[src/rtl/snn_interfaces_pkg.sv]
// Shared types for the event-driven SNN convolution blocks: coordinate
// vectors, convolution update records, scheduler states and packing helpers.
package snn_interfaces_pkg;

  localparam int VEC_COORD_BITS      = 8;
  localparam int DEFAULT_KERNEL_SIZE = 3;
  localparam int CONV_KIDX_BITS      = $clog2(DEFAULT_KERNEL_SIZE * DEFAULT_KERNEL_SIZE);

  typedef struct packed {
    logic [VEC_COORD_BITS-1:0] x;
    logic [VEC_COORD_BITS-1:0] y;
  } vec2_t;

  typedef struct packed {
    vec2_t                     coord;
    logic [CONV_KIDX_BITS-1:0] kidx;
  } conv_update_t;

  typedef enum logic [1:0] {
    IDLE    = 2'd0,
    SCAN    = 2'd1,
    TS_WAIT = 2'd2
  } sched_state_e;

  // Packed bus layout is {x, y} with x in the upper half.
  function automatic vec2_t unpack_coordinates(input logic [2*VEC_COORD_BITS-1:0] bus);
    vec2_t c;
    c.x = bus[2*VEC_COORD_BITS-1:VEC_COORD_BITS];
    c.y = bus[VEC_COORD_BITS-1:0];
    return c;
  endfunction

  function automatic logic [2*VEC_COORD_BITS-1:0] pack_coordinates(input vec2_t c);
    return {c.x, c.y};
  endfunction

endpackage

[src/rtl/conv_event_scheduler_bounds.sv]
// Combinational kernel-window clipping: given an event position, gives the
// range of kernel offsets whose output neuron lands inside the image, plus
// a flag telling whether the event itself lies inside the image.
module conv_window_bounds #(
  parameter int COORD_BITS  = 8,
  parameter int IMG_WIDTH   = 32,
  parameter int IMG_HEIGHT  = 32,
  parameter int KERNEL_SIZE = 3,
  parameter int KB          = (KERNEL_SIZE > 1) ? $clog2(KERNEL_SIZE) : 1
) (
  input  logic [COORD_BITS-1:0] x_i,
  input  logic [COORD_BITS-1:0] y_i,
  output logic [KB-1:0]         kx_min_o,
  output logic [KB-1:0]         kx_max_o,
  output logic [KB-1:0]         ky_min_o,
  output logic [KB-1:0]         ky_max_o,
  output logic                  in_range_o
);

  localparam int SW = COORD_BITS + 2;
  localparam int R  = KERNEL_SIZE / 2;

  typedef logic signed [SW-1:0] sval_t;

  // Lowest kernel offset: max(0, R - c), computed two bits wider so it never wraps.
  function automatic logic [KB-1:0] clamp_lo(input logic [COORD_BITS-1:0] c);
    sval_t v;
    v = sval_t'(R) - sval_t'({2'b00, c});
    if (v < sval_t'(0)) v = sval_t'(0);
    else                v = v;
    return v[KB-1:0];
  endfunction

  // Highest kernel offset: min(K-1, lim-1-c+R).
  function automatic logic [KB-1:0] clamp_hi(input logic [COORD_BITS-1:0] c, input int lim);
    sval_t v;
    v = sval_t'(lim - 1 + R) - sval_t'({2'b00, c});
    if (v > sval_t'(KERNEL_SIZE - 1)) v = sval_t'(KERNEL_SIZE - 1);
    else                              v = v;
    return v[KB-1:0];
  endfunction

  // Window bounds and event range check, purely from the event position.
  always_comb begin
    kx_min_o   = clamp_lo(x_i);
    kx_max_o   = clamp_hi(x_i, IMG_WIDTH);
    ky_min_o   = clamp_lo(y_i);
    ky_max_o   = clamp_hi(y_i, IMG_HEIGHT);
    in_range_o = ({2'b00, x_i} < SW'(IMG_WIDTH)) && ({2'b00, y_i} < SW'(IMG_HEIGHT));
  end

endmodule

[src/rtl/conv_event_scheduler.sv]
// Event scheduler for the convolution datapath: walks the clipped kernel
// window of each accepted spike, one update per handshake, and interleaves
// timestep sweeps so they never overlap a scan.
module conv_event_scheduler
  import snn_interfaces_pkg::*;
#(
  parameter int COORD_BITS  = VEC_COORD_BITS,
  parameter int IMG_WIDTH   = 32,
  parameter int IMG_HEIGHT  = 32,
  parameter int KERNEL_SIZE = DEFAULT_KERNEL_SIZE,
  parameter int KIDX_BITS   = $clog2(KERNEL_SIZE * KERNEL_SIZE)
) (
  input  logic                    clk,
  input  logic                    rst,
  input  logic                    event_valid,
  output logic                    event_ready,
  input  logic [2*COORD_BITS-1:0] event_coords,
  output logic                    upd_valid,
  input  logic                    upd_ready,
  output logic [2*COORD_BITS-1:0] upd_coords,
  output logic [KIDX_BITS-1:0]    upd_kidx,
  output logic                    upd_last,
  input  logic                    ts_req,
  output logic                    ts_start,
  input  logic                    ts_done,
  output logic                    ts_ack,
  output logic                    busy,
  output logic [15:0]             drop_cnt
);

  localparam int R  = KERNEL_SIZE / 2;
  localparam int KB = (KERNEL_SIZE > 1) ? $clog2(KERNEL_SIZE) : 1;

  sched_state_e   state_q, state_d;
  vec2_t          ev_q, ev_d, ev_in_s;
  logic [KB-1:0]  kx_q, kx_d, ky_q, ky_d;
  logic [KB-1:0]  kx_min_q, kx_min_d, kx_max_q, kx_max_d;
  logic [KB-1:0]  ky_min_q, ky_min_d, ky_max_q, ky_max_d;
  logic [KB-1:0]  b_kx_min_s, b_kx_max_s, b_ky_min_s, b_ky_max_s;
  logic           b_in_range_s;
  conv_update_t   upd_q, upd_d;
  logic           upd_valid_q, upd_valid_d, upd_last_q, upd_last_d;
  logic           ts_start_q, ts_start_d;
  logic [15:0]    drop_cnt_q, drop_cnt_d;
  logic           ready_s, ack_s, load_s;

  assign ev_in_s = unpack_coordinates(event_coords);

  conv_window_bounds #(
    .COORD_BITS (COORD_BITS),
    .IMG_WIDTH  (IMG_WIDTH),
    .IMG_HEIGHT (IMG_HEIGHT),
    .KERNEL_SIZE(KERNEL_SIZE),
    .KB         (KB)
  ) u_bounds (
    .x_i       (ev_in_s.x),
    .y_i       (ev_in_s.y),
    .kx_min_o  (b_kx_min_s),
    .kx_max_o  (b_kx_max_s),
    .ky_min_o  (b_ky_min_s),
    .ky_max_o  (b_ky_max_s),
    .in_range_o(b_in_range_s)
  );

  // Next-state logic: event intake, window walk and sweep handshake; the
  // update payload is only recomputed when a new position is loaded so it
  // stays frozen while the datapath stalls.
  always_comb begin
    state_d     = state_q;
    ev_d        = ev_q;
    kx_d        = kx_q;
    ky_d        = ky_q;
    kx_min_d    = kx_min_q;
    kx_max_d    = kx_max_q;
    ky_min_d    = ky_min_q;
    ky_max_d    = ky_max_q;
    upd_d       = upd_q;
    upd_valid_d = upd_valid_q;
    upd_last_d  = upd_last_q;
    ts_start_d  = 1'b0;
    drop_cnt_d  = drop_cnt_q;
    ready_s     = 1'b0;
    ack_s       = 1'b0;
    load_s      = 1'b0;
    case (state_q)
      IDLE: begin
        ready_s = !ts_req;
        if (ts_req) begin
          state_d    = TS_WAIT;
          ts_start_d = 1'b1;
        end else if (event_valid) begin
          if (!b_in_range_s) begin
            drop_cnt_d = (drop_cnt_q == 16'hFFFF) ? drop_cnt_q : drop_cnt_q + 16'd1;
          end else begin
            ev_d        = ev_in_s;
            kx_min_d    = b_kx_min_s;
            kx_max_d    = b_kx_max_s;
            ky_min_d    = b_ky_min_s;
            ky_max_d    = b_ky_max_s;
            kx_d        = b_kx_min_s;
            ky_d        = b_ky_min_s;
            upd_valid_d = 1'b1;
            load_s      = 1'b1;
            state_d     = SCAN;
          end
        end else begin
          state_d = IDLE;
        end
      end
      SCAN: begin
        if (upd_ready) begin
          if (upd_last_q) begin
            upd_valid_d = 1'b0;
            state_d     = IDLE;
          end else if (kx_q == kx_max_q) begin
            kx_d   = kx_min_q;
            ky_d   = ky_q + KB'(1);
            load_s = 1'b1;
          end else begin
            kx_d   = kx_q + KB'(1);
            load_s = 1'b1;
          end
        end else begin
          state_d = SCAN;
        end
      end
      TS_WAIT: begin
        if (ts_done) begin
          ack_s   = 1'b1;
          state_d = IDLE;
        end else begin
          state_d = TS_WAIT;
        end
      end
      default: begin
        state_d     = IDLE;
        upd_valid_d = 1'b0;
      end
    endcase
    if (load_s) begin
      upd_d.coord.x = ev_d.x + COORD_BITS'(kx_d) - COORD_BITS'(R);
      upd_d.coord.y = ev_d.y + COORD_BITS'(ky_d) - COORD_BITS'(R);
      upd_d.kidx    = KIDX_BITS'(ky_d) * KIDX_BITS'(KERNEL_SIZE) + KIDX_BITS'(kx_d);
      upd_last_d    = (kx_d == kx_max_d) && (ky_d == ky_max_d);
    end else begin
      upd_d      = upd_q;
      upd_last_d = upd_last_q;
    end
  end

  // State and output registers with synchronous reset abandoning any scan or sweep.
  always_ff @(posedge clk) begin
    if (rst) begin
      state_q     <= IDLE;
      ev_q        <= '0;
      kx_q        <= '0;
      ky_q        <= '0;
      kx_min_q    <= '0;
      kx_max_q    <= '0;
      ky_min_q    <= '0;
      ky_max_q    <= '0;
      upd_q       <= '0;
      upd_valid_q <= 1'b0;
      upd_last_q  <= 1'b0;
      ts_start_q  <= 1'b0;
      drop_cnt_q  <= 16'd0;
    end else begin
      state_q     <= state_d;
      ev_q        <= ev_d;
      kx_q        <= kx_d;
      ky_q        <= ky_d;
      kx_min_q    <= kx_min_d;
      kx_max_q    <= kx_max_d;
      ky_min_q    <= ky_min_d;
      ky_max_q    <= ky_max_d;
      upd_q       <= upd_d;
      upd_valid_q <= upd_valid_d;
      upd_last_q  <= upd_last_d;
      ts_start_q  <= ts_start_d;
      drop_cnt_q  <= drop_cnt_d;
    end
  end

  assign event_ready = ready_s & ~rst;
  assign ts_ack      = ack_s & ~rst;
  assign ts_start    = ts_start_q;
  assign busy        = (state_q != IDLE);
  assign upd_valid   = upd_valid_q;
  assign upd_coords  = pack_coordinates(upd_q.coord);
  assign upd_kidx    = upd_q.kidx;
  assign upd_last    = upd_last_q;
  assign drop_cnt    = drop_cnt_q;

endmodule

[config.mk]
export PLATFORM = sky130hd
export DESIGN_NAME = conv_event_scheduler
export DESIGN_NICKNAME = d
export VERILOG_FILES = /design/src/rtl/snn_interfaces_pkg.sv /design/src/rtl/conv_event_scheduler_bounds.sv /design/src/rtl/conv_event_scheduler.sv
export SDC_FILE = /design/constraint.sdc
export NUM_CORES = 1
export LEC_CHECK = 0
export ABC_AREA = 1
export BUFFER_PORTS_ARGS = -buffer_cell sky130_fd_sc_hd__buf_4
export CORE_MARGIN = 2
export CORE_UTILIZATION = 50
export CTS_CLUSTER_SIZE = 14
export DETAILED_ROUTE_END_ITERATION = 16
export GPL_TIMING_DRIVEN = 0
export PLACE_DENSITY = 0.72
export SYNTH_ARGS = -nofsm -noshare
export SYNTH_HDL_FRONTEND = slang
export SYNTH_SLANG_ARGS = --single-unit
[constraint.sdc]
create_clock -name clk -period 8.8 [get_ports clk]
set_clock_uncertainty 0.15 [all_clocks]
set_input_delay 1.76 -clock clk [delete_from_list [all_inputs] [get_ports clk]]
set_output_delay 1.76 -clock clk [all_outputs]
set_load 0.03 [all_outputs]
# ---- Yosys cells after proc, flatten, opt, wreduce, memory -nomap -nowiden
# Index checks and enable logic that the tools add are counted.
dict set report word_totals {
  regBits 67
  latch_bits 0
  ramBits 0
  romBits 0
  wordCells 118
  mem_count 0
}
dict set report op_classes {
  addsub 12
  multipliers 1
  div 0
  magnitude_cmp 6
  n_eq_ne 13
  shift 0
  n_mux 53
  n_bitwise 8
  n_reduce_logical 10
}
# op count
set op_table {}
lappend op_table {{16-bit two-way mux} 4}
lappend op_table {{2-bit two-way mux} 30}
lappend op_table {{9-bit by 3-bit greater-than comparator with 1-bit output (second input constant)} 2}
lappend op_table {{9-bit by 1-bit less-than comparator with 1-bit output (second input constant)} 2}
lappend op_table {{1-bit by 8-bit subtractor with 9-bit output (first input constant)} 2}
lappend op_table {{6-bit by 8-bit subtractor with 9-bit output (first input constant)} 2}
lappend op_table {{16-bit by 1-bit adder with 16-bit output (second input constant)} 1}
lappend op_table {{8-bit by 2-bit adder with 8-bit output} 2}
lappend op_table {{16-bit == test (second input constant)} 1}
lappend op_table {{8-bit by 6-bit less-than comparator with 1-bit output (second input constant)} 2}
lappend op_table {{8-bit by 1-bit subtractor with 8-bit output (second input constant)} 2}
lappend op_table {{1-bit two-way mux} 14}
lappend op_table {{2-bit inequality test (second input constant)} 5}
lappend op_table {{2-bit one-hot mux with 2 select lines} 2}
lappend op_table {{2-bit == test} 3}
lappend op_table {{1-bit NOT} 6}
lappend op_table {{2-bit one-hot mux with 3 select lines} 1}
lappend op_table {{6-bit AND reduction} 1}
lappend op_table {{5-bit AND reduction} 1}
lappend op_table {{2-bit by 1-bit adder with 2-bit output (second input constant)} 2}
lappend op_table {{4-bit by 2-bit adder with 4-bit output} 1}
lappend op_table {{2-bit by 2-bit multiplier with 4-bit output (second input constant)} 1}
lappend op_table {{4-bit inequality test (second input constant)} 1}
lappend op_table {{4-bit AND reduction} 1}
lappend op_table {{other kinds (12)} 14}

# ---- Depth between registers and ports, before layout
# Gate-level depths: netlist (run 1).
dict set report depth {
  ltp_word 9
  depth_mapped 25
}

# ---- Modules after synthesis
# A second synthesis (run 1) with hierarchy kept.
dict set report hier_totals {
  cells_unflattened 564
  hier_area_um2 3980.1
}
# module instances cells_per_inst area_per_inst_um2 seq_area_each_um2
set modules_own_cells {}
lappend modules_own_cells {conv_event_scheduler 1 495 3632.2 1341.3}
lappend modules_own_cells {conv_window_bounds 1 69 347.8 0.0}

# ---- Worst setup path before layout (run 1)
# No wires, ideal clock.
dict set report synth_timing {
  path_type {input to register}
  start {input port event_coords[8]}
  end {register upd_q (netlist bit upd_coords[7])}
  arrival_time_ps 4565
  required_ps 8536
  slack_ps 3971
  cell_stages 25
  path_buffers 1
  cell_sequence {inv_1 -> ha_1 -> inv_1 -> nor2_1 -> nand3_2 -> nand2_1 -> nor2_1 -> nand2_1 -> nor2_1 -> buf_2 -> nand2_1 -> o21ai_0 -> ha_1 -> inv_1 -> ha_1 -> inv_1 -> fa_1 -> o21ai_0 -> nand2_1 -> nand2_1 -> a21oi_1 -> xnor2_1 -> xnor2_1 -> o21bai_1 -> inv_1}
}
dict set report synth_via {
  elab_chain_len 8
  word_cells_on_any_way 16
}
# item line_no
set synth_rtl {}
lappend synth_rtl {{start, declared} conv_event_scheduler.sv:17} ;# input logic [2*COORD_BITS-1:0] event_coords,
lappend synth_rtl {{8-bit by 6-bit less-than comparator with 1-bit output *} conv_event_scheduler_bounds.sv:49} ;# in_range_o = ({2'b00, x_i} < SW'(IMG_WIDTH)) && ({2'b00, y_i} < SW'(IMG_HEIGHT));
lappend synth_rtl {{1-bit logical AND *} conv_event_scheduler_bounds.sv:49}
lappend synth_rtl {{2-bit two-way mux or 16-bit two-way mux (tied branches)} conv_event_scheduler.sv:92} ;# if (!b_in_range_s) begin
lappend synth_rtl {{2-bit two-way mux or 16-bit two-way mux (tied branches)} conv_event_scheduler.sv:91} ;# end else if (event_valid) begin
lappend synth_rtl {{2-bit two-way mux or 16-bit two-way mux (tied branches)} conv_event_scheduler.sv:88} ;# if (ts_req) begin
lappend synth_rtl {{2-bit one-hot mux with 2 select lines or 16-bit two-way mux (tied branches)} conv_event_scheduler.sv:85} ;# case (state_q)
lappend synth_rtl {{8-bit by 2-bit adder with 8-bit output} conv_event_scheduler.sv:142} ;# upd_d.coord.y = ev_d.y + COORD_BITS'(ky_d) - COORD_BITS'(R);
lappend synth_rtl {{8-bit by 1-bit subtractor with 8-bit output} conv_event_scheduler.sv:142}
lappend synth_rtl {{end signal, assigned} conv_event_scheduler.sv:176} ;# upd_q <= upd_d;
lappend synth_rtl {{end, declared} conv_event_scheduler.sv:41} ;# conv_update_t upd_q, upd_d;
# Mark *: on every way between the ends. The rest lies on a longest branch, timed or not.
# A chain may end at the register's enable or synchronous reset.

# ---- Worst setup path in the final report (run 1)
# Ends and elaborated chain as after synthesis.

==> summary.txt, run 1 <==
Full die area - 0.00826 sq mm
Fin nets - 645
Synthesis Warnings - 0
Vias - 3467
FP Rows - 31
Die width - 90.9 um
Clk buf depth - 2
Post-CTS setup repair buffer count - 0
Worst Hold Depth - 2
Largest net degree at the start of global routing - 12
Clk sinks - 67
CTS buffer count - 9
Post-CTS Hold Fix Bufs - 0
Leakage - 2.28 nW
RSZ-0062 raised after global routing - false
Share of cells above drive strength 1 - 20.1%
Final non-filler cell total - 700
DR WL/cell - 12.5 um
Initial Util - 51.8%
GRT Util Overall - 22.3%
Initial DRC count - 175
Core Area - 0.00729 sq mm
Placed cells - 684
Max Clock Freq - 190 MHz
# resized after CTS - 0
WP data required - 8890 ps
Pre-CTS setup slack - 3170 ps
Total I/O pin count - 64
Post-synthesis sequential area ratio - 35.5%
Commonest non-fill, non-tap cells in the layout - nand2_1, nor2_1, inv_1, dfxtp_1, buf_4
Tot Pwr - 0.701 mW
Final wirelength - 8770 um
Share of flip-flops with an asynchronous set or reset - 0%
Critical path class - input port to flip-flop
Setup crit end kind - flip-flop
Worst reg2reg path startpoint - state_q[0]
Die height - 90.9 um
FF-to-FF setup slack - 4880 ps
Arrival @ worst endpoint - 5340 ps
Drt via density - 4.95
Root buffer cell - clkbuf_8
Worst-Margin Slew - 594 ps
Most common cell after layout, fill and taps aside - nand2_1
Slew HR - 60.4%
Number of synthesized flops with an enable pin - 0
Dpl hpwl - 6730 um
First-pass GRT wire length - 15000 um
Ys flop type - dfxtp_1
Synth cell types - 39
IO Port Bufs - 63
Mean Syn Cell Area - 7.23 sq um
Crit-path slowest cell - fa_1
Max VDD drop - 0.0000755 V
Outcome - completed
Buf/Inv on CP - 7
Endpoint, Worst Hold - ev_q[7]
Max Cap Violations - 0
Ant diodes - 0
Area delta synth->final - 21.4%
Final setup fails - 0
Worst skew pair latency - 340 ps
Power density cells - 153 mW/mm^2
Post-synthesis register bit count - 67
Vias in the first global route - 3368
Slew Viols, Final - 0
Post-Syn Nets - 571
Hold Path Class - flip-flop to flip-flop
Worst reg2reg path depth - 21
CTS tree - built
Final Wtd Congestion - 0.881
Crit Path Max Fanout - 10
Final hold violation count - 0
Reg2reg end - upd_coords[7]
Final Cycle Share - 59.7%
H-tree levels - 3
Cell Area, Synth - 0.00377 sq mm
Fin area - 0.00458 sq mm
Initial antenna violation count - 0
CP top delay family - adder cells
Fin worst setup slack - 3550 ps
# DRC - 0
CP peak stage delay - 390 ps
Hold_sp - ev_q[7]
Post-DP Area - 0.00437 sq mm
Crit path depth - 26
Drt first pass iters - 5
Total grt overflow - 0
Final Critical Period - 5250 ps
Nature of the critical path startpoint - input port
Synth Instances - 522
Final ANT Viol Nets - 0
Clock transition at path regs - 70 ps
Setup TNS - 0 ps
[power breakdown]
part | switching, mW | total (mW) | internal (mW)
clock network | 0.118 | 0.273 | 0.155
logic | 0.0708 | 0.114 | 0.0434
registers | 0.00460 | 0.315 | 0.310
total | 0.193 | 0.701 | 0.508
[how the worst max path moves through the flow]
stage / start / to / slack [ps]
floorplan: event_coords[8] / upd_coords[7] / 3970
global placement: event_coords[8] / upd_coords[7] / 3220
detailed placement: event_coords[8] / upd_coords[7] / 3170
CTS: event_coords[8] / upd_coords[7] / 3520
global route: event_coords[8] / upd_coords[7] / 3130
finish: event_coords[8] / upd_coords[7] / 3550
[cells in the mapped netlist (4+ instances only)]
cell type / number / share of area [%]
clkbuf_1: 8 / 0.80
nor2_4: 5 / 1.5
fa_1: 4 / 2.1
nand2_1: 85 / 8.5
inv_1: 70 / 7.0
a21oi_1: 34 / 4.5
nand4_1: 7 / 1.2
nor2_1: 78 / 7.8
nand2_2: 4 / 0.66
xor2_1: 4 / 0.93
dfxtp_1: 67 / 36
nand3_1: 26 / 3.4
buf_2: 5 / 0.66
o21ai_1: 4 / 0.53
inv_2: 4 / 0.40
o21ai_0: 38 / 5.0
or2_2: 10 / 1.7
ha_1: 23 / 7.6
nor3_1: 5 / 0.66
xnor2_1: 10 / 2.3
[metal layers]
layer | GRT usage, % | share of wire (%)
met5 | 0 | 0
met1 | 27.9 | 45
met4 | 7.58 | 1.5
met2 | 38.1 | 48
met3 | 4.84 | 5.1
[worst min-delay path: cells and delay by family, from the launching register on]
kind             cells  cell delay, ps
flip-flops           1             300
AND/OR/NAND/NOR      2             120
[cells by family after synthesis]
group / count (synthesis) / synth area share [%]
adders and majority gates: 27 / 9.74
DFF: 67 / 35.5
xor gates and xnor gates: 14 / 3.25
AOI/OAI and AO/OA: 89 / 12.7
buffers and inverters: 89 / 9.21
and+or+nand+nor: 236 / 29.5
[registers in the layout (all words and copies together) (netlist names)]
| name | flops |
|---|---|
| ky_q | 2 |
| upd_coords | 16 |
| ev_q | 16 |
| upd_valid | 1 |
| upd_kidx | 4 |
| state_q | 2 |
| kx_min_q | 2 |
| ky_max_q | 2 |
| kx_q | 2 |
| drop_cnt | 16 |
| ts_start | 1 |
| kx_max_q | 2 |
| upd_last | 1 |
[final cells by class]
class	instances	area, sq um
clock inverters	3	43.8
well taps	99	124
multi-input cells	366	2090
fillers	687	2710
plain buffers	14	66.3
clock buffers	13	169
inverters	75	282
repair buffers	63	473
flip-flops and latches	67	1340
[stage by stage]
| step | util [%] | hold WS [ps] |
|---|---|---|
| 2_1_floorplan | - | 275 |
| 3_3_place_gp | 60.0 | 295 |
| 3_5_place_dp | 60.0 | 307 |
| 4_1_cts | 62.9 | 317 |
| 5_1_grt | 62.9 | 342 |
| 6_report | 62.9 | 317 |
Power figures use the tool's default switching activity.
==> run 2: changes to the inputs <==
--- a/config.mk
+++ b/config.mk
@@ -5,7 +5,7 @@
 export SDC_FILE = /design/constraint.sdc
 export NUM_CORES = 1
 export LEC_CHECK = 0
-export ABC_AREA = 1
+export ABC_AREA = 0
 export BUFFER_PORTS_ARGS = -buffer_cell sky130_fd_sc_hd__buf_4
 export CORE_MARGIN = 2
 export CORE_UTILIZATION = 50
==> constraint.sdc (replaced) <==
create_clock -name clk -period 4.9 [get_ports clk]
set_clock_uncertainty 0.15 [all_clocks]
set_input_delay 0.98 -clock clk [delete_from_list [all_inputs] [get_ports clk]]
set_output_delay 0.98 -clock clk [all_outputs]
set_load 0.03 [all_outputs]
==> summary.txt, run 2 <==
Met3 WL post-DR - 460 um
Switching portion of total power - 25.0%
DR WL/cell - 14.6 um
Crit-path slowest cell - fa_1
Clock power frac - 41.0%
FP Rows - 31
Worst skew pair latency - 340 ps
Buf/Inv on CP - 6
Crit. Startpoint - event_coords[0]
Vias - 3387
Initial DRC count - 188
Multi-input gate area - 0.00224 sq mm
Clk sinks - 67
Vias in the first global route - 3277
Clk buf depth - 2
Leakage - 2.04 nW
Max Clock Freq - 218 MHz
Post-synth top area share - 35.1%
Mean Syn Cell Area - 8.34 sq um
Post-Syn Nets - 507
Cell types with the highest counts after synthesis - dfxtp_1, nor2_1, nand2_1
Core Area - 0.00733 sq mm
Routed length on met1 - 4350 um
Final Cycle Share - 93.7%
Final Critical Period - 4590 ps
Reg2reg end - upd_coords[7]
Max VDD drop - 0.000263 V
Power density cells - 236 mW/mm^2
CTS tree - built
GRT Util Overall - 22.9%
Most common cell in the netlist - dfxtp_1
Critical path class - input port to flip-flop
Nature of the critical path startpoint - input port
Area contributors post-synth - dfxtp_1, ha_1, nor2_1
Total grt overflow - 0
IO Port Bufs - 63
Drt via density - 5.33
Die height - 91.4 um
Net Switching - 0.273 mW
Combinational share of power - 8.5%
Fillers - 648
Worst reg2reg path startpoint - kx_q[0]
Fin worst setup slack - 309 ps
Die width - 91.4 um
Largest net degree at the start of global routing - 12
Initial antenna violation count - 0
Final Wtd Congestion - 0.895
Number of synthesized flops with an enable pin - 0
CTS buffer count - 9
Setup TNS - 0 ps
Post-synthesis sequential area ratio - 35.1%
FF-to-FF setup slack - 690 ps
Post-synthesis register bit count - 67
Int Power - 0.817 mW
Post-CTS Hold Fix Bufs - 0
Slew Viols, Final - 0
Dpl hpwl - 6970 um
Final hold slack - 306 ps
Crit Path Max Fanout - 9
Max Cap Violations - 0
Share of flip-flops with an asynchronous set or reset - 0%
CP dominant cell by count - inv_1
Hold Path Class - flip-flop to flip-flop
Final ANT Viol Nets - 0
Share of cells above drive strength 1 - 20.7%
Seq pwr share - 50.4%
Met2 wire length - 4330 um
RSZ-0062 raised after global routing - false
WP data required - 5010 ps
Synth Instances - 458
Synthesis Warnings - 0
Ant diodes - 0
Top Metal Used - met4
Arrival @ worst endpoint - 4700 ps
Pre-CTS setup slack - -213 ps
Worst reg2reg path depth - 18
Worst-Margin Slew - 724 ps
Cell Area, Synth - 0.00382 sq mm
Reg area - 0.00134 sq mm
Total I/O pin count - 64
Cell taking the most area after synthesis - dfxtp_1
Root buffer cell - clkbuf_8
H-tree levels - 3
Post-CTS setup repair buffer count - 0
Outcome - completed
First-pass GRT wire length - 15500 um
Full die area - 0.00836 sq mm
Final hold violation count - 0
Setup crit end kind - flip-flop
Initial Util - 52.1%
CP top delay family - compound AO/OA/AOI/OAI gates
Clock transition at path regs - 70 ps
Critical Path Sink - upd_coords[7]
Synth cell types - 63
Area delta synth->final - 20.7%
CP peak stage delay - 390 ps
CP Cell Sequence - buf_4, inv_1, ha_1, nor3_1, a21bo_2, and4_1, buf_6, o32ai_2, inv_1, ha_1, inv_1, ha_1, inv_1, fa_1, nor2b_1, o21ai_0, a21boi_0, o21ai_0, a21oi_1, o21ai_0, a21oi_1
Final wirelength - 9270 um
Crit path depth - 21
Final setup fails - 0
Ys flop type - dfxtp_1
Fin nets - 581
Drt first pass iters - 5
Slew HR - 51.6%
Commonest non-fill, non-tap cells in the layout - buf_4, dfxtp_1, nor2_1, nand2_1
# DRC - 0
run 2: metrics by stage:
| step | power (mW) | std cells | util, % | area (sq um) |
|---|---|---|---|---|
| finish | 1.09 | 635 | 62.9 | 4610 |
| global route | 1.13 | 635 | 62.9 | 4610 |
| CTS | 1.10 | 635 | 62.8 | 4600 |
| detailed placement | 0.653 | 620 | 60.3 | 4420 |
| global placement | 0.652 | 620 | 60.3 | 4420 |
| floorplan | 0.614 | 458 | - | 3820 |
run 2: worst min path at each step:
stage                  startpoint             to  slack, ps  depth (start not counted)
CTS                 upd_coords[4]  upd_coords[4]        310                          2
global placement    upd_coords[4]  upd_coords[4]        290                          2
detailed placement  upd_coords[4]  upd_coords[4]        300                          2
global route        upd_coords[5]  upd_coords[5]        320                          2
finish                upd_kidx[2]    upd_kidx[2]        310                          2
floorplan                 ev_q[7]        ev_q[7]        300                          1
run 2: tightest hold or removal path, cell delays in order (launching register included):
cell	delay, ps
dfxtp_1	310
nand2_1	50
a21oi_1	50
run 2: final cells by class:
| type | instances | share of cell area [%] |
|---|---|---|
| clock inverter | 4 | 1.11 |
| multi-input combinational | 333 | 48.6 |
| clock buffer | 11 | 2.85 |
| buffer | 20 | 2.31 |
| tap | 99 | 2.69 |
| timing repair buffer | 63 | 10.3 |
| sequential | 67 | 29.1 |
| inverter | 38 | 3.09 |
run 2: metal layers:
layer	track usage, %	up-vias
li1	-	1714
met1	31.9	1565
met2	36.0	95
met3	4.81	13
met4	6.06	0
met5	0	-
run 2: cells by family (layout without fill, tap and decap cells):
group	count (synthesis)	count (layout)	synth area share [%]
AND/OR/NAND/NOR	179	179	24.4
AO/OA/AOI/OAI	94	94	16.5
flip-flops	67	67	35.1
buffers and inverters	58	136	6.48
adder cells (fa/ha/maj)	27	27	9.63
XOR/XNOR	23	23	5.27
multiplexers	10	10	2.62
run 2: power groups by stage:
stage,sequential (mW),combinational [mW],clock [mW]
after floorplan,0.566,0.0482,0
after global placement,0.562,0.0896,0
after detailed placement,0.562,0.0913,0
after CTS,0.549,0.0917,0.455
after global routing,0.550,0.102,0.479
final,0.549,0.0929,0.447
run 2: timing repair:
action | 4_1_cts | 5_1_grt
endpoints found under the setup margin | 0 | 2
gates resized for setup | 0 | 5
hold endpoints to repair | 0 | 0
==> run 3: changes to the inputs <==
--- a/config.mk
+++ b/config.mk
@@ -15,4 +15,5 @@
 export PLACE_DENSITY = 0.72
 export SYNTH_ARGS = -nofsm -noshare
 export SYNTH_HDL_FRONTEND = slang
+export SYNTH_HIERARCHICAL = 1
 export SYNTH_SLANG_ARGS = --single-unit
==> summary.txt, run 3 <==
IO Port Bufs - 63
Synth cell types - 72
Full die area - 0.00858 sq mm
Hold Path Class - flip-flop to flip-flop
Most common cell in the netlist - dfxtp_1
Worst skew pair latency - 340 ps
Mean Syn Cell Area - 8.48 sq um
CTS buffer count - 9
Worst reg2reg path startpoint - kx_q[1]
Setup crit end kind - flip-flop
Pre-CTS setup slack - -764 ps
Fillers - 691
CP top delay family - compound AO/OA/AOI/OAI gates
Total I/O pin count - 64
GRT Util Overall - 24.2%
Tot Pwr - 1.16 mW
Initial DRC count - 165
Final Wtd Congestion - 0.918
Max Cap Violations - 0
Final setup fails - 0
Drt first pass iters - 7
Nature of the critical path startpoint - input port
H-tree levels - 3
CP peak stage delay - 390 ps
Most common cell after layout, fill and taps aside - buf_4
DR WL/cell - 15.8 um
Commonest non-fill, non-tap cells in the layout - buf_4, dfxtp_1, nor2_1, nand2_1, inv_1
Largest net degree at the start of global routing - 12
Area contributors post-synth - dfxtp_1, ha_1, nor2_1
Outcome - completed
Number of synthesized flops with an enable pin - 0
Ys flop type - dfxtp_1
Leakage - 2.08 nW
Share of flip-flops with an asynchronous set or reset - 0%
Worst reg2reg path depth - 14
Cell taking the most area after synthesis - dfxtp_1
Area delta synth->final - 22.6%
Final hold violation count - 0
Fin area - 0.00481 sq mm
Crit Path Max Fanout - 5
Die width - 92.6 um
Clock transition at path regs - 70 ps
Crit. Startpoint - event_coords[8]
Cell types with the highest counts after synthesis - dfxtp_1, nor2_1, nand2_1
Fin worst setup slack - 211 ps
Crit-path slowest cell - fa_1
Post-CTS Hold Fix Bufs - 0
RSZ-0062 raised after global routing - false
Post-synthesis register bit count - 67
FF-to-FF setup slack - 1100 ps
Total grt overflow - 0
Reg2reg end - upd_coords[7]
Max Clock Freq - 213 MHz
Final Critical Period - 4690 ps
Slew Viols, Final - 0
Post-DP Area - 0.00453 sq mm
Ant diodes - 0
Clk buf depth - 2
CTS tree - built
WP data required - 5000 ps
Vias - 3621
Drt via density - 5.61
Slew HR - 30.4%
FP Rows - 32
Critical path class - input port to flip-flop
Final Cycle Share - 95.7%
Clk sinks - 67
Max VDD drop - 0.000128 V
Dpl hpwl - 7300 um
Power density cells - 240 mW/mm^2
Critical Path Sink - upd_coords[15]
Vias in the first global route - 3387
Fin nets - 588
Final wirelength - 10200 um
Post-synthesis sequential area ratio - 34.2%
CP Cell Sequence - buf_4, inv_1, ha_1, o21ai_1, and4_4, nand3b_1, or3_1, o211a_1, o22ai_4, xnor2_1, ha_1, inv_1, fa_1, nor2b_1, o21ai_0, a21boi_1, o21ai_0, and3_1, o31ai_1
Die height - 92.6 um
Final ANT Viol Nets - 0
Initial Util - 51.3%
Setup TNS - 0 ps
Cell Area, Synth - 0.00393 sq mm
Core Area - 0.00765 sq mm
Worst-Margin Slew - 1040 ps
Util after Layout - 63.0%
Buf/Inv on CP - 3
First-pass GRT wire length - 16400 um
Arrival @ worst endpoint - 4790 ps
Share of cells above drive strength 1 - 22.2%
# DRC - 0
Root buffer cell - clkbuf_8
Initial antenna violation count - 0
Synth Instances - 463
Crit path depth - 19
Post-synth top area share - 34.2%
Synthesis Warnings - 6
-- run 3: cell types whose count changed in the layout (fill, tap and decap cells not counted), sizes merged, moves of 7 or more --
cell    delta
nand3b     +7
mux2i     +10
a21oi      -8
xnor2     -11
nand2     -10
xor2      +11
-- run 3: layout make-up --
| type | instances | area (sq um) | area share, % |
|---|---|---|---|
| multi-input cells | 344 | 2370 | 49.3 |
| flip-flops and latches | 67 | 1340 | 27.9 |
| repair buffers | 65 | 488 | 10.1 |
| plain buffers | 20 | 154 | 3.20 |
| clock buffers | 10 | 128 | 2.65 |
| well taps | 102 | 128 | 2.65 |
| inverters | 33 | 124 | 2.57 |
| clock inverters | 5 | 78.8 | 1.64 |
-- run 3: metal layers --
layer  GRT usage (%)  vias to the layer above  wire length [um]
li1                -                     1751                 -
met4            7.97                        0               292
met5               0                        -                 0
met1            32.3                     1719              4640
met3            4.80                       25               608
met2            39.5                      126              4650
-- run 3: worst reg2reg max path, stage by stage (launching register included) --
cell,delay [ps]
dfxtp_1,490
xor2_2,180
nor4_1,760
o31ai_2,230
ha_1,330
inv_1,60
ha_1,170
inv_1,50
fa_1,390
nor2b_2,140
o21ai_0,110
a21boi_1,170
o21ai_0,120
and3_1,190
o31ai_2,170
-- run 3: logic make-up (layout without fill, tap and decap cells) --
family / count (synthesis) / in the layout / synth area share [%]
mux: 21 / 21 / 5.39
compound gates: 89 / 89 / 15.0
other cells: 1 / 2 / 0.0955
flops: 67 / 67 / 34.2
fa+ha+maj: 26 / 26 / 8.86
simple gates: 183 / 183 / 24.6
buf+inv: 53 / 133 / 6.56
xor+xnor: 23 / 23 / 5.32
-- run 3: timing repair --
action	4_1_cts	5_1_grt
pin swaps	2	3
gates resized for setup	5	14
endpoints found under the setup margin	5	4
setup buffers	2	0
-- run 3: worst min path at each step --
| stage | from | end | slack, ps | depth (start not counted) |
|---|---|---|---|---|
| after floorplan | kx_min_q[0] | kx_min_q[0] | 280 | 2 |
| after global placement | upd_kidx[0] | upd_kidx[0] | 290 | 2 |
| final | kx_min_q[0] | kx_min_q[0] | 310 | 2 |
| after global routing | kx_min_q[0] | kx_min_q[0] | 330 | 2 |
| after CTS | kx_min_q[0] | kx_min_q[0] | 310 | 2 |
| after detailed placement | upd_coords[4] | upd_coords[4] | 300 | 2 |
-- run 3: stage by stage --
stage,hold WS (ps),cells
final,306,646
after CTS,306,646
after floorplan,282,464
after detailed placement,295,629
after global routing,330,646
after global placement,291,629
-- run 3: power breakdown --
part / internal, mW / total [mW] / leakage (nW) / switching, mW
registers: 0.547 / 0.551 / 0.540 / 0.00326
logic: 0.0433 / 0.106 / 1.44 / 0.0625
clock network: 0.283 / 0.499 / 0.106 / 0.216
total: 0.874 / 1.16 / 2.08 / 0.282
